--- config.mk ---
export PLATFORM = sky130hd
export DESIGN_NAME = framebuffer_stream_receiver
export DESIGN_NICKNAME = d
export VERILOG_FILES = /design/src/rtl/fb_rx_pkg.sv /design/src/rtl/fb_rx_unpacker.sv /design/src/rtl/framebuffer_stream_receiver.sv
export SDC_FILE = /design/constraint.sdc
export NUM_CORES = 1
export LEC_CHECK = 0
export CAP_MARGIN = 40
export CORE_ASPECT_RATIO = 0.6
export CORE_UTILIZATION = 46
export DETAILED_ROUTE_END_ITERATION = 6
export GPL_ROUTABILITY_DRIVEN = 0
export MAX_ROUTING_LAYER = met4
export PLACE_DENSITY = 0.89
export SLEW_MARGIN = 15
export SYNTH_ARGS = -nofsm -noshare
export SYNTH_HDL_FRONTEND = slang
export SYNTH_SLANG_ARGS = --single-unit
--- constraint.sdc ---
create_clock -name aclk -period 3.93 [get_ports aclk]
set_clock_uncertainty 0.1 [all_clocks]
set_input_delay 0.5895 -clock aclk [delete_from_list [all_inputs] [get_ports aclk]]
set_output_delay 0.5895 -clock aclk [all_outputs]
set_load 0.02 [all_outputs]
--- src/rtl/fb_rx_pkg.sv ---
// fb_rx_pkg: shared types and helpers for the framebuffer stream receiver.
package fb_rx_pkg;
    typedef enum logic {EMPTY, UNPACK} state_e;
    localparam int PIXEL_WIDTH = 16;
    typedef struct packed {
        logic [4:0] r;
        logic [5:0] g;
        logic [4:0] b;
    } rgb565_t;
    function automatic int fb_ppb(input int fsw);
        return fsw / PIXEL_WIDTH;
    endfunction
endpackage

--- src/rtl/fb_rx_unpacker.sv ---
// fb_rx_unpacker: holds one accepted beat and emits its RGB565 pixels one per handshake.
module fb_rx_unpacker
    import fb_rx_pkg::*;
#(
    parameter int FSW = 16
) (
    input  logic                   clk_i,
    input  logic                   rst_ni,
    input  logic                   s_tvalid_i,
    output logic                   s_tready_o,
    input  logic                   s_tlast_i,
    input  logic [FSW-1:0]         s_tdata_i,
    output logic                   pix_valid_o,
    input  logic                   pix_ready_i,
    output logic [PIXEL_WIDTH-1:0] pix_data_o,
    output logic                   pix_last_o,
    output logic                   beat_tlast_o
);
    localparam int PPB = fb_ppb(FSW);
    localparam int IW  = PPB > 1 ? $clog2(PPB) : 1;

    state_e         state_q, state_d;
    logic [FSW-1:0] data_q, data_d;
    logic [IW-1:0]  idx_q, idx_d;
    logic           tlast_q, tlast_d;
    logic           accept, hs;
    rgb565_t        pix;

    // Refilling while the final pixel leaves keeps PPB=1 streams at one pixel per clock.
    assign pix_last_o   = idx_q == IW'(PPB - 1);
    assign s_tready_o   = rst_ni && (state_q == EMPTY || (pix_last_o && pix_ready_i));
    assign accept       = s_tvalid_i && s_tready_o;
    assign hs           = state_q == UNPACK && pix_ready_i;
    assign pix          = data_q[int'(idx_q) * PIXEL_WIDTH +: PIXEL_WIDTH];
    assign pix_data_o   = pix;
    assign pix_valid_o  = state_q == UNPACK;
    assign beat_tlast_o = tlast_q;

    always_comb begin
        state_d = state_q;
        data_d  = data_q;
        idx_d   = idx_q;
        tlast_d = tlast_q;
        if (accept) begin
            state_d = UNPACK;
            data_d  = s_tdata_i;
            idx_d   = '0;
            tlast_d = s_tlast_i;
        end else if (hs) begin
            state_d = pix_last_o ? EMPTY : UNPACK;
            idx_d   = pix_last_o ? '0 : idx_q + IW'(1);
        end
    end

    always_ff @(posedge clk_i or negedge rst_ni) begin
        if (!rst_ni) begin
            state_q <= EMPTY;
            data_q  <= '0;
            idx_q   <= '0;
            tlast_q <= 1'b0;
        end else begin
            state_q <= state_d;
            data_q  <= data_d;
            idx_q   <= idx_d;
            tlast_q <= tlast_d;
        end
    end
endmodule

--- src/rtl/framebuffer_stream_receiver.sv ---
// framebuffer_stream_receiver: unpacks framebuffer AXI-Stream beats into an x/y pixel stream.
// Define FB_RX_TLAST_CHECK_EN to enable tlast framing checks and subpart resynchronisation.
module framebuffer_stream_receiver
    import fb_rx_pkg::*;
#(
    parameter int X_RESOLUTION             = 128,
    parameter int Y_RESOLUTION             = 128,
    parameter int Y_LINE_RESOLUTION        = Y_RESOLUTION,
    parameter int FRAMEBUFFER_STREAM_WIDTH = 16
) (
    input  logic                                aclk,
    input  logic                                resetn,
    input  logic                                s_framebuffer_axis_tvalid,
    output logic                                s_framebuffer_axis_tready,
    input  logic                                s_framebuffer_axis_tlast,
    input  logic [FRAMEBUFFER_STREAM_WIDTH-1:0] s_framebuffer_axis_tdata,
    output logic                                m_pixel_valid,
    input  logic                                m_pixel_ready,
    output logic [PIXEL_WIDTH-1:0]              m_pixel_data,
    output logic [$clog2(X_RESOLUTION)-1:0]     m_pixel_x,
    output logic [$clog2(Y_RESOLUTION)-1:0]     m_pixel_y,
    output logic                                m_pixel_sof,
    output logic                                m_pixel_eol,
    output logic                                frame_done,
    output logic                                err_tlast_early,
    output logic                                err_tlast_missing,
    input  logic                                clear_errors
);
    localparam int XW = $clog2(X_RESOLUTION);
    localparam int YW = $clog2(Y_RESOLUTION);

    logic [XW-1:0] x_q, x_d;
    logic [YW-1:0] y_q, y_d;
    logic          fd_q, ee_q, em_q;
    logic          pix_last, beat_tlast, hs, x_end, y_end, expect_last, set_e, set_m;
    int            ns_y;

    fb_rx_unpacker #(.FSW(FRAMEBUFFER_STREAM_WIDTH)) u_unpacker (
        .clk_i        (aclk),
        .rst_ni       (resetn),
        .s_tvalid_i   (s_framebuffer_axis_tvalid),
        .s_tready_o   (s_framebuffer_axis_tready),
        .s_tlast_i    (s_framebuffer_axis_tlast),
        .s_tdata_i    (s_framebuffer_axis_tdata),
        .pix_valid_o  (m_pixel_valid),
        .pix_ready_i  (m_pixel_ready),
        .pix_data_o   (m_pixel_data),
        .pix_last_o   (pix_last),
        .beat_tlast_o (beat_tlast)
    );

    assign hs          = m_pixel_valid && m_pixel_ready;
    assign x_end       = x_q == XW'(X_RESOLUTION - 1);
    assign y_end       = y_q == YW'(Y_RESOLUTION - 1);
    assign expect_last = x_end && ((int'(y_q) + 1) % Y_LINE_RESOLUTION == 0);
    assign ns_y        = int'(y_q) - int'(y_q) % Y_LINE_RESOLUTION + Y_LINE_RESOLUTION;

`ifdef FB_RX_TLAST_CHECK_EN
    // Framing is judged on the beat's final pixel, where the subpart end must sit.
    assign set_e = hs && pix_last && beat_tlast && !expect_last;
    assign set_m = hs && pix_last && !beat_tlast && expect_last;
`else
    logic unused_framing;
    assign unused_framing = pix_last ^ beat_tlast ^ expect_last;
    assign set_e = 1'b0;
    assign set_m = 1'b0;
`endif

    always_comb begin
        x_d = x_q;
        y_d = y_q;
        if (hs) begin
            x_d = (set_e || x_end) ? '0 : x_q + XW'(1);
            y_d = set_e ? (ns_y >= Y_RESOLUTION ? '0 : YW'(ns_y))
                : x_end ? (y_end ? '0 : y_q + YW'(1)) : y_q;
        end
    end

    always_ff @(posedge aclk or negedge resetn) begin
        if (!resetn) begin
            x_q  <= '0;
            y_q  <= '0;
            fd_q <= 1'b0;
            ee_q <= 1'b0;
            em_q <= 1'b0;
        end else begin
            x_q  <= x_d;
            y_q  <= y_d;
            fd_q <= hs && x_end && y_end;
            ee_q <= set_e || (ee_q && !clear_errors);
            em_q <= set_m || (em_q && !clear_errors);
        end
    end

    assign m_pixel_x         = x_q;
    assign m_pixel_y         = y_q;
    assign m_pixel_sof       = m_pixel_valid && x_q == '0 && y_q == '0;
    assign m_pixel_eol       = m_pixel_valid && x_end;
    assign frame_done        = fd_q;
    assign err_tlast_early   = ee_q;
    assign err_tlast_missing = em_q;
endmodule

==> run_summary.xml, run 1 <==
<?xml version="1.0" encoding="UTF-8"?>
<metrics>
  <group name="clocking">
    <metric name="ctsResizeCount" unit="">0</metric>
    <metric name="clockRootBuffer" unit="">clkbuf_8</metric>
    <metric name="tritoncts" unit="">yes</metric>
    <metric name="htree_levels" unit="">2</metric>
    <metric name="cts.clk_slew.worst_paths" unit="ps">60</metric>
    <metric name="tritoncts.num_buffers" unit="">5</metric>
    <metric name="clkLatencyLatePin" unit="ps">280</metric>
    <metric name="ctsHoldBuffers" unit="">0</metric>
    <metric name="cts_setup_buffers" unit="">0</metric>
    <metric name="max-clock-path-buffers" unit="">2</metric>
    <metric name="clock_sink_count" unit="">34</metric>
  </group>
  <group name="power_and_ir_drop">
    <metric name="finalPower" unit="mW">1.021</metric>
    <metric name="vdd_drop_max" unit="mV">0.3884</metric>
    <metric name="p_leak" unit="nW">0.9386</metric>
    <metric name="cellPowerDensity" unit="nW/um^2">456.3</metric>
  </group>
  <group name="floorplan">
    <metric name="core_region_area" unit="sq um">3022</metric>
    <metric name="floorplan.initialDensity" unit="">0.5081</metric>
    <metric name="die_w" unit="um">76.58</metric>
    <metric name="die-area" unit="sq um">3580</metric>
    <metric name="die_height" unit="um">46.75</metric>
    <metric name="rows" unit="">15</metric>
    <metric name="io_pins" unit="">59</metric>
  </group>
  <group name="critical_path">
    <metric name="worst_setup_path_end_kind" unit="">primary output</metric>
    <metric name="path_class" unit="">flop to primary output</metric>
    <metric name="reg2reg_setup_slack" unit="ps">2080</metric>
    <metric name="timing.rr.start" unit="">m_pixel_x[0]$_DFFE_PN0P_</metric>
    <metric name="worst-path-max-fanout" unit="">6</metric>
    <metric name="start_kind" unit="">flop</metric>
    <metric name="crit_path_launch" unit="">m_pixel_y[0]$_DFFE_PN0P_</metric>
    <metric name="cp.arrival" unit="ps">2240</metric>
    <metric name="cp.required" unit="ps">3240</metric>
  </group>
  <group name="logic_synthesis">
    <metric name="flip_flop_and_latch_count_after_synthesis" unit="">34</metric>
    <metric name="post_synth_num_cell_types" unit="">35</metric>
    <metric name="avgSynthCellArea" unit="sq um">12.28</metric>
    <metric name="post_synth_instance_area" unit="sq um">1535</metric>
    <metric name="netlist.area_leader.share" unit="">0.5542</metric>
    <metric name="number_of_synthesized_flops_with_an_enable_pin" unit="">0</metric>
    <metric name="synth-warning-count" unit="">0</metric>
    <metric name="synthesis.instances" unit="">125</metric>
    <metric name="postSynthNetCount" unit="">151</metric>
    <metric name="ys_seq_area_frac" unit="">0.5542</metric>
    <metric name="synth-main-ff-cell" unit="">dfrtp_1</metric>
    <metric name="netlist_top_cells_area" unit="">dfrtp_1 55%, mux2_2 12%, ha_1 3.3%</metric>
    <metric name="yosysTopAreaCell" unit="">dfrtp_1</metric>
    <metric name="synth_commonest_cells" unit="">34 x dfrtp_1, 16 x mux2_2, 7 x inv_1, 7 x nand3_1, 7 x o21ai_0</metric>
    <metric name="synth_most_common_cell" unit="">dfrtp_1</metric>
    <metric name="async_flop_share" unit="">1.000</metric>
  </group>
  <group name="run_status">
    <metric name="run_status" unit="">complete, no violations</metric>
  </group>
  <group name="cells_and_area">
    <metric name="count_of_filler_cells_inserted_in_the_layout" unit="">204</metric>
    <metric name="syn_to_final_growth" unit="%">45.72</metric>
    <metric name="final_nets" unit="">213</metric>
    <metric name="antenna_cells" unit="">0</metric>
    <metric name="postLayoutCoreUtil" unit="">0.7404</metric>
    <metric name="layout_cells_sized_above_1" unit="">0.1383</metric>
  </group>
  <group name="timing">
    <metric name="period_needed" unit="ps">2933</metric>
    <metric name="final_hold_viol_count" unit="">0</metric>
    <metric name="report.final.slew_viol_count" unit="">0</metric>
    <metric name="worst_margin_pin_slew" unit="ps">424.7</metric>
    <metric name="timing.slew.headroom" unit="">0.7165</metric>
    <metric name="grt_setup_unrepaired" unit="">false</metric>
    <metric name="worst_hold_slack" unit="ps">404.4</metric>
    <metric name="clock.fmax" unit="MHz">341.0</metric>
    <metric name="totalNegativeSetupSlack" unit="ps">0</metric>
    <metric name="layout_worst_path_cycle_share" unit="">0.7463</metric>
    <metric name="report.final.setup_viol" unit="">0</metric>
    <metric name="smallest_setup_slack_after_layout" unit="ps">997.2</metric>
  </group>
  <group name="min_path">
    <metric name="hold_path.class" unit="">flop to flop</metric>
    <metric name="timing.hold.worst.start" unit="">u_unpacker.data_q[4]$_DFFE_PN0P_</metric>
  </group>
  <group name="detailed_routing">
    <metric name="detailedRoute.firstIterationViolations" unit="">72</metric>
    <metric name="drc" unit="">0</metric>
    <metric name="final_ant_viol_nets" unit="">0</metric>
    <metric name="detail_route.vias_per_cell" unit="">5.300</metric>
    <metric name="vias" unit="">1219</metric>
    <metric name="postRouteWirelength" unit="mm">3.597</metric>
    <metric name="detail_route.first_pass.iterations" unit="">4</metric>
    <metric name="detail_routed_net_length_per_standard_cell" unit="um">15.64</metric>
  </group>
  <group name="global_routing">
    <metric name="grt_start_max_net_pins" unit="">36</metric>
    <metric name="grt_antenna_before_repair" unit="">0</metric>
    <metric name="globalRoute.totalOverflow" unit="">0</metric>
    <metric name="grt_util_all_layers" unit="">0.2349</metric>
    <metric name="grt_first_pass_wirelength" unit="mm">5.865</metric>
    <metric name="number_of_global_route_vias_before_repair" unit="">1136</metric>
  </group>
  <group name="placement">
    <metric name="numPortBuffers" unit="">57</metric>
    <metric name="detailed_place_hpwl" unit="mm">2.705</metric>
    <metric name="dp_worst_setup_slack" unit="ps">1100</metric>
  </group>
  <group name="flow_run">
    <metric name="max_cap_viol_count" unit="">0</metric>
  </group>
</metrics>
[cells in the final DEF, fill, tap and decap left out, types with 2 or more instances in the layout]
master / n
dfrtp_1: 34
nor2b_1: 2
nor2_1: 2
o21ai_0: 7
mux2_2: 16
and2_1: 3
or4_1: 2
nand4_1: 3
nor4_1: 3
ha_1: 4
clkbuf_8: 6
o2111ai_1: 2
nand2_1: 6
clkdlybuf4s50_1: 57
inv_1: 7
and4_1: 3
xnor2_1: 5
nand3_1: 7
[worst paths after layout]
kind | endpoint | depth (start not counted)
max | m_pixel_sof | 6
min | u_unpacker.data_q[4]$_DFFE_PN0P_ | 1
max reg2reg | m_pixel_y[5]$_DFFE_PN0P_ | 4
min reg2reg | u_unpacker.data_q[4]$_DFFE_PN0P_ | 1
max in group asynchronous | m_pixel_x[4]$_DFFE_PN0P_ | 2
min in group asynchronous | err_tlast_missing$_DFF_PN0_ | 2
[critical path, stage by stage, from the launching register on]
cell and delay (ps):
dfrtp_1 450, inv_1 120, ha_1 150, nor4b_1 250, nand4b_1 160, nor4_1 180, clkdlybuf4s50_1 660
[report_power, final]
| group | internal, mW | total (mW) | leakage, nW | switching, mW |
|---|---|---|---|---|
| Clock | 0.141 | 0.259 | 0.0482 | 0.118 |
| Sequential | 0.403 | 0.466 | 0.410 | 0.0625 |
| Combinational | 0.157 | 0.297 | 0.481 | 0.139 |
[logic make-up after synthesis]
| family | synth area share |
|---|---|
| and+or+nand+nor | 0.1581 |
| DFF | 0.5542 |
| AOI/OAI and AO/OA | 0.07335 |
| muxes | 0.1174 |
| buffers and inverters | 0.03015 |
| xor gates and xnor gates | 0.03423 |
| adders and majority gates | 0.03260 |
[through the flow]
step | cell area (sq um) | std cells
global route | 2237 | 230
finish | 2237 | 230
floorplan | 1535 | 125
global placement | 2146 | 222
CTS | 2237 | 230
detailed placement | 2146 | 222
[final cells by class]
class | count | area (sq um) | area share
clock buffers | 7 | 86.33 | 0.03859
multi-input cells | 81 | 638.1 | 0.2852
inverters | 7 | 26.28 | 0.01174
clock inverters | 1 | 5.005 | 0.002237
well taps | 42 | 52.55 | 0.02349
repair buffers | 58 | 578.1 | 0.2584
flip-flops and latches | 34 | 850.8 | 0.3803
[sequential cells by signal, summed over array words and instances, names as in the netlist]
signal,cells
m_pixel_x,7
u_unpacker.data_q,16
err_tlast_early,1
m_pixel_y,7
frame_done,1
err_tlast_missing,1
u_unpacker.pix_valid_o,1
[routing by layer]
layer / wire (um) / track usage / share of wire
met2: 1655 / 0.3441 / 0.46
met4: 34 / 0.07308 / 0.0095
met1: 1702 / 0.3186 / 0.47
met3: 204 / 0.06990 / 0.057
met5: 0 / - / 0
Note: power is estimated with default switching activity, not from simulation.
==> inputs of run 2 (changes only) <==
CORE_UTILIZATION = 43   (was 46)
PLACE_DENSITY = 0.85   (was 0.89)
clock period = 3.02 ns   (was 3.93 ns; I/O delays follow)
==> run 2 against run 1 <==
  * Combinational power rose by 30%
  * Die area rose by 6.7%
  * Design area rose by 2.5%
  * Via count rose by 3.9%
  * Total power rose by 47%
  * Final cell count rose by 1.3%
  * Non-clock buffer count did not move
  * Core utilization fell by 5.1 points
  * Wire length fell by 2.2%
  * Critical path depth did not move
  * Critical path type unchanged
  * Critical endpoint unchanged
  * Highest routed layer unchanged
==> run_summary.xml, run 2 (same netlist as run 1, synthesis figures left out) <==
<?xml version="1.0" encoding="UTF-8"?>
<metrics>
  <group name="run_status">
    <metric name="run_status" unit="">complete, no violations</metric>
  </group>
  <group name="critical_path">
    <metric name="crit_path_capture" unit="">m_pixel_sof</metric>
    <metric name="reg2reg_depth" unit="">4</metric>
    <metric name="start_kind" unit="">flop</metric>
    <metric name="worst-path-max-fanout" unit="">6</metric>
    <metric name="reg2reg_setup_slack" unit="ps">1130</metric>
    <metric name="timing.rr.start" unit="">m_pixel_x[0]$_DFFE_PN0P_</metric>
    <metric name="cp.required" unit="ps">2470</metric>
    <metric name="cp.arrival" unit="ps">2300</metric>
    <metric name="path_class" unit="">flop to primary output</metric>
    <metric name="worst_setup_path_end_kind" unit="">primary output</metric>
    <metric name="critical_path.reg2reg.endpoint" unit="">m_pixel_y[5]$_DFFE_PN0P_</metric>
    <metric name="crit_path_launch" unit="">m_pixel_y[0]$_DFFE_PN0P_</metric>
  </group>
  <group name="timing">
    <metric name="final_hold_viol_count" unit="">0</metric>
    <metric name="totalNegativeSetupSlack" unit="ps">0</metric>
    <metric name="grt_setup_unrepaired" unit="">false</metric>
    <metric name="layout_worst_path_cycle_share" unit="">0.9453</metric>
    <metric name="clock.fmax" unit="MHz">350.3</metric>
    <metric name="report.final.setup_viol" unit="">0</metric>
    <metric name="timing.slew.headroom" unit="">0.7019</metric>
    <metric name="worst_margin_pin_slew" unit="ps">446.6</metric>
    <metric name="worst_hold_slack" unit="ps">398.9</metric>
    <metric name="report.final.slew_viol_count" unit="">0</metric>
    <metric name="period_needed" unit="ps">2855</metric>
  </group>
  <group name="clocking">
    <metric name="htree_levels" unit="">2</metric>
    <metric name="clkLatencyLatePin" unit="ps">280</metric>
    <metric name="clockRootBuffer" unit="">clkbuf_8</metric>
    <metric name="ctsResizeCount" unit="">0</metric>
    <metric name="max-clock-path-buffers" unit="">2</metric>
    <metric name="tritoncts.num_buffers" unit="">5</metric>
    <metric name="ctsHoldBuffers" unit="">0</metric>
    <metric name="cts_setup_buffers" unit="">0</metric>
    <metric name="cts.clk_slew.worst_paths" unit="ps">70</metric>
    <metric name="clock_sink_count" unit="">34</metric>
    <metric name="tritoncts" unit="">yes</metric>
  </group>
  <group name="detailed_routing">
    <metric name="detail_route.vias_per_cell" unit="">5.438</metric>
    <metric name="postRouteWirelength" unit="mm">3.519</metric>
    <metric name="drc" unit="">0</metric>
    <metric name="detail_routed_net_length_per_standard_cell" unit="um">15.10</metric>
    <metric name="final_ant_viol_nets" unit="">0</metric>
    <metric name="detailedRoute.firstIterationViolations" unit="">73</metric>
    <metric name="vias" unit="">1267</metric>
    <metric name="detail_route.first_pass.iterations" unit="">4</metric>
  </group>
  <group name="cells_and_area">
    <metric name="layout.cells.most_common" unit="">clkdlybuf4s50_1</metric>
    <metric name="final_cell_mix" unit="">57 x clkdlybuf4s50_1, 34 x dfrtp_1, 16 x mux2_2</metric>
    <metric name="antenna_cells" unit="">0</metric>
    <metric name="instances_no_fill" unit="">233</metric>
    <metric name="syn_to_final_growth" unit="%">49.31</metric>
    <metric name="largest_reg_flops" unit="">16</metric>
    <metric name="regMostFlops" unit="">u_unpacker.data_q</metric>
    <metric name="layout_cells_sized_above_1" unit="">0.1436</metric>
    <metric name="final_nets" unit="">213</metric>
    <metric name="count_of_filler_cells_inserted_in_the_layout" unit="">245</metric>
    <metric name="final_area" unit="sq um">2292</metric>
  </group>
  <group name="power_and_ir_drop">
    <metric name="p_leak" unit="nW">0.9618</metric>
    <metric name="finalPower" unit="mW">1.506</metric>
    <metric name="vdd_drop_max" unit="mV">0.5012</metric>
    <metric name="cellPowerDensity" unit="nW/um^2">656.9</metric>
  </group>
  <group name="floorplan">
    <metric name="rows" unit="">16</metric>
    <metric name="floorplan.initialDensity" unit="">0.4620</metric>
    <metric name="die_w" unit="um">79.14</metric>
    <metric name="core_region_area" unit="sq um">3323</metric>
    <metric name="die-area" unit="sq um">3821</metric>
    <metric name="io_pins" unit="">59</metric>
    <metric name="die_height" unit="um">48.29</metric>
  </group>
  <group name="global_routing">
    <metric name="grt_start_max_net_pins" unit="">36</metric>
    <metric name="number_of_global_route_vias_before_repair" unit="">1119</metric>
    <metric name="grt_antenna_before_repair" unit="">0</metric>
    <metric name="globalRoute.totalOverflow" unit="">0</metric>
    <metric name="grt_util_all_layers" unit="">0.2046</metric>
    <metric name="grt_first_pass_wirelength" unit="mm">5.395</metric>
  </group>
  <group name="flow_run">
    <metric name="max_cap_viol_count" unit="">0</metric>
  </group>
  <group name="placement">
    <metric name="placed_cells" unit="">225</metric>
    <metric name="numPortBuffers" unit="">57</metric>
    <metric name="place_area" unit="sq um">2150</metric>
    <metric name="detailed_place_hpwl" unit="mm">2.525</metric>
  </group>
  <group name="min_path">
    <metric name="hold_path.class" unit="">flop to flop</metric>
    <metric name="timing.hold.worst.start" unit="">err_tlast_early$_DFF_PN0_</metric>
  </group>
</metrics>
run 2: how the worst min path moves through the flow:
stage               cells past startpoint  slack, ps                          endpoint
global placement                        1        380       err_tlast_missing$_DFF_PN0_
floorplan                               0         60         err_tlast_early$_DFF_PN0_
global route                            1        430  u_unpacker.data_q[2]$_DFFE_PN0P_
finish                                  1        400         err_tlast_early$_DFF_PN0_
detailed placement                      1        400         err_tlast_early$_DFF_PN0_
CTS                                     1        410       err_tlast_missing$_DFF_PN0_
run 2: layout make-up:
| type | count | area, sq um | share of cell area |
|---|---|---|---|
| sequential | 34 | 850.8 | 0.3712 |
| multi-input combinational | 81 | 638.1 | 0.2784 |
| timing repair buffer | 58 | 578.1 | 0.2522 |
| clock buffer | 6 | 82.58 | 0.03603 |
| clock inverter | 2 | 60.06 | 0.02620 |
| tap | 45 | 56.30 | 0.02456 |
| inverter | 7 | 26.28 | 0.01146 |
run 2: routing by layer:
| metal | GRT usage | share of wire |
|---|---|---|
| met5 | - | 0 |
| met4 | 0.05455 | 0.0071 |
| met2 | 0.3259 | 0.45 |
| met3 | 0.07103 | 0.094 |
| met1 | 0.2547 | 0.45 |
run 2: stage by stage:
step	worst slack [ps]	util
after floorplan	767.6	-
after detailed placement	480.9	0.6468
final	165.1	0.6898
after CTS	192.7	0.6898
after global placement	468.3	0.6468
after global routing	23.85	0.6898
run 2: where the power goes:
part           switching [mW]  internal [mW]
clock                   0.159          0.352
sequential             0.0845          0.524
combinational           0.182          0.205
total                   0.425           1.08
run 2: critical path, cell delays in order, from the launching register on:
cell	delay, ps
dfrtp_1	440
inv_1	120
ha_1	150
nor4b_1	240
nand4b_1	140
nor4_1	240
clkdlybuf4s50_1	680
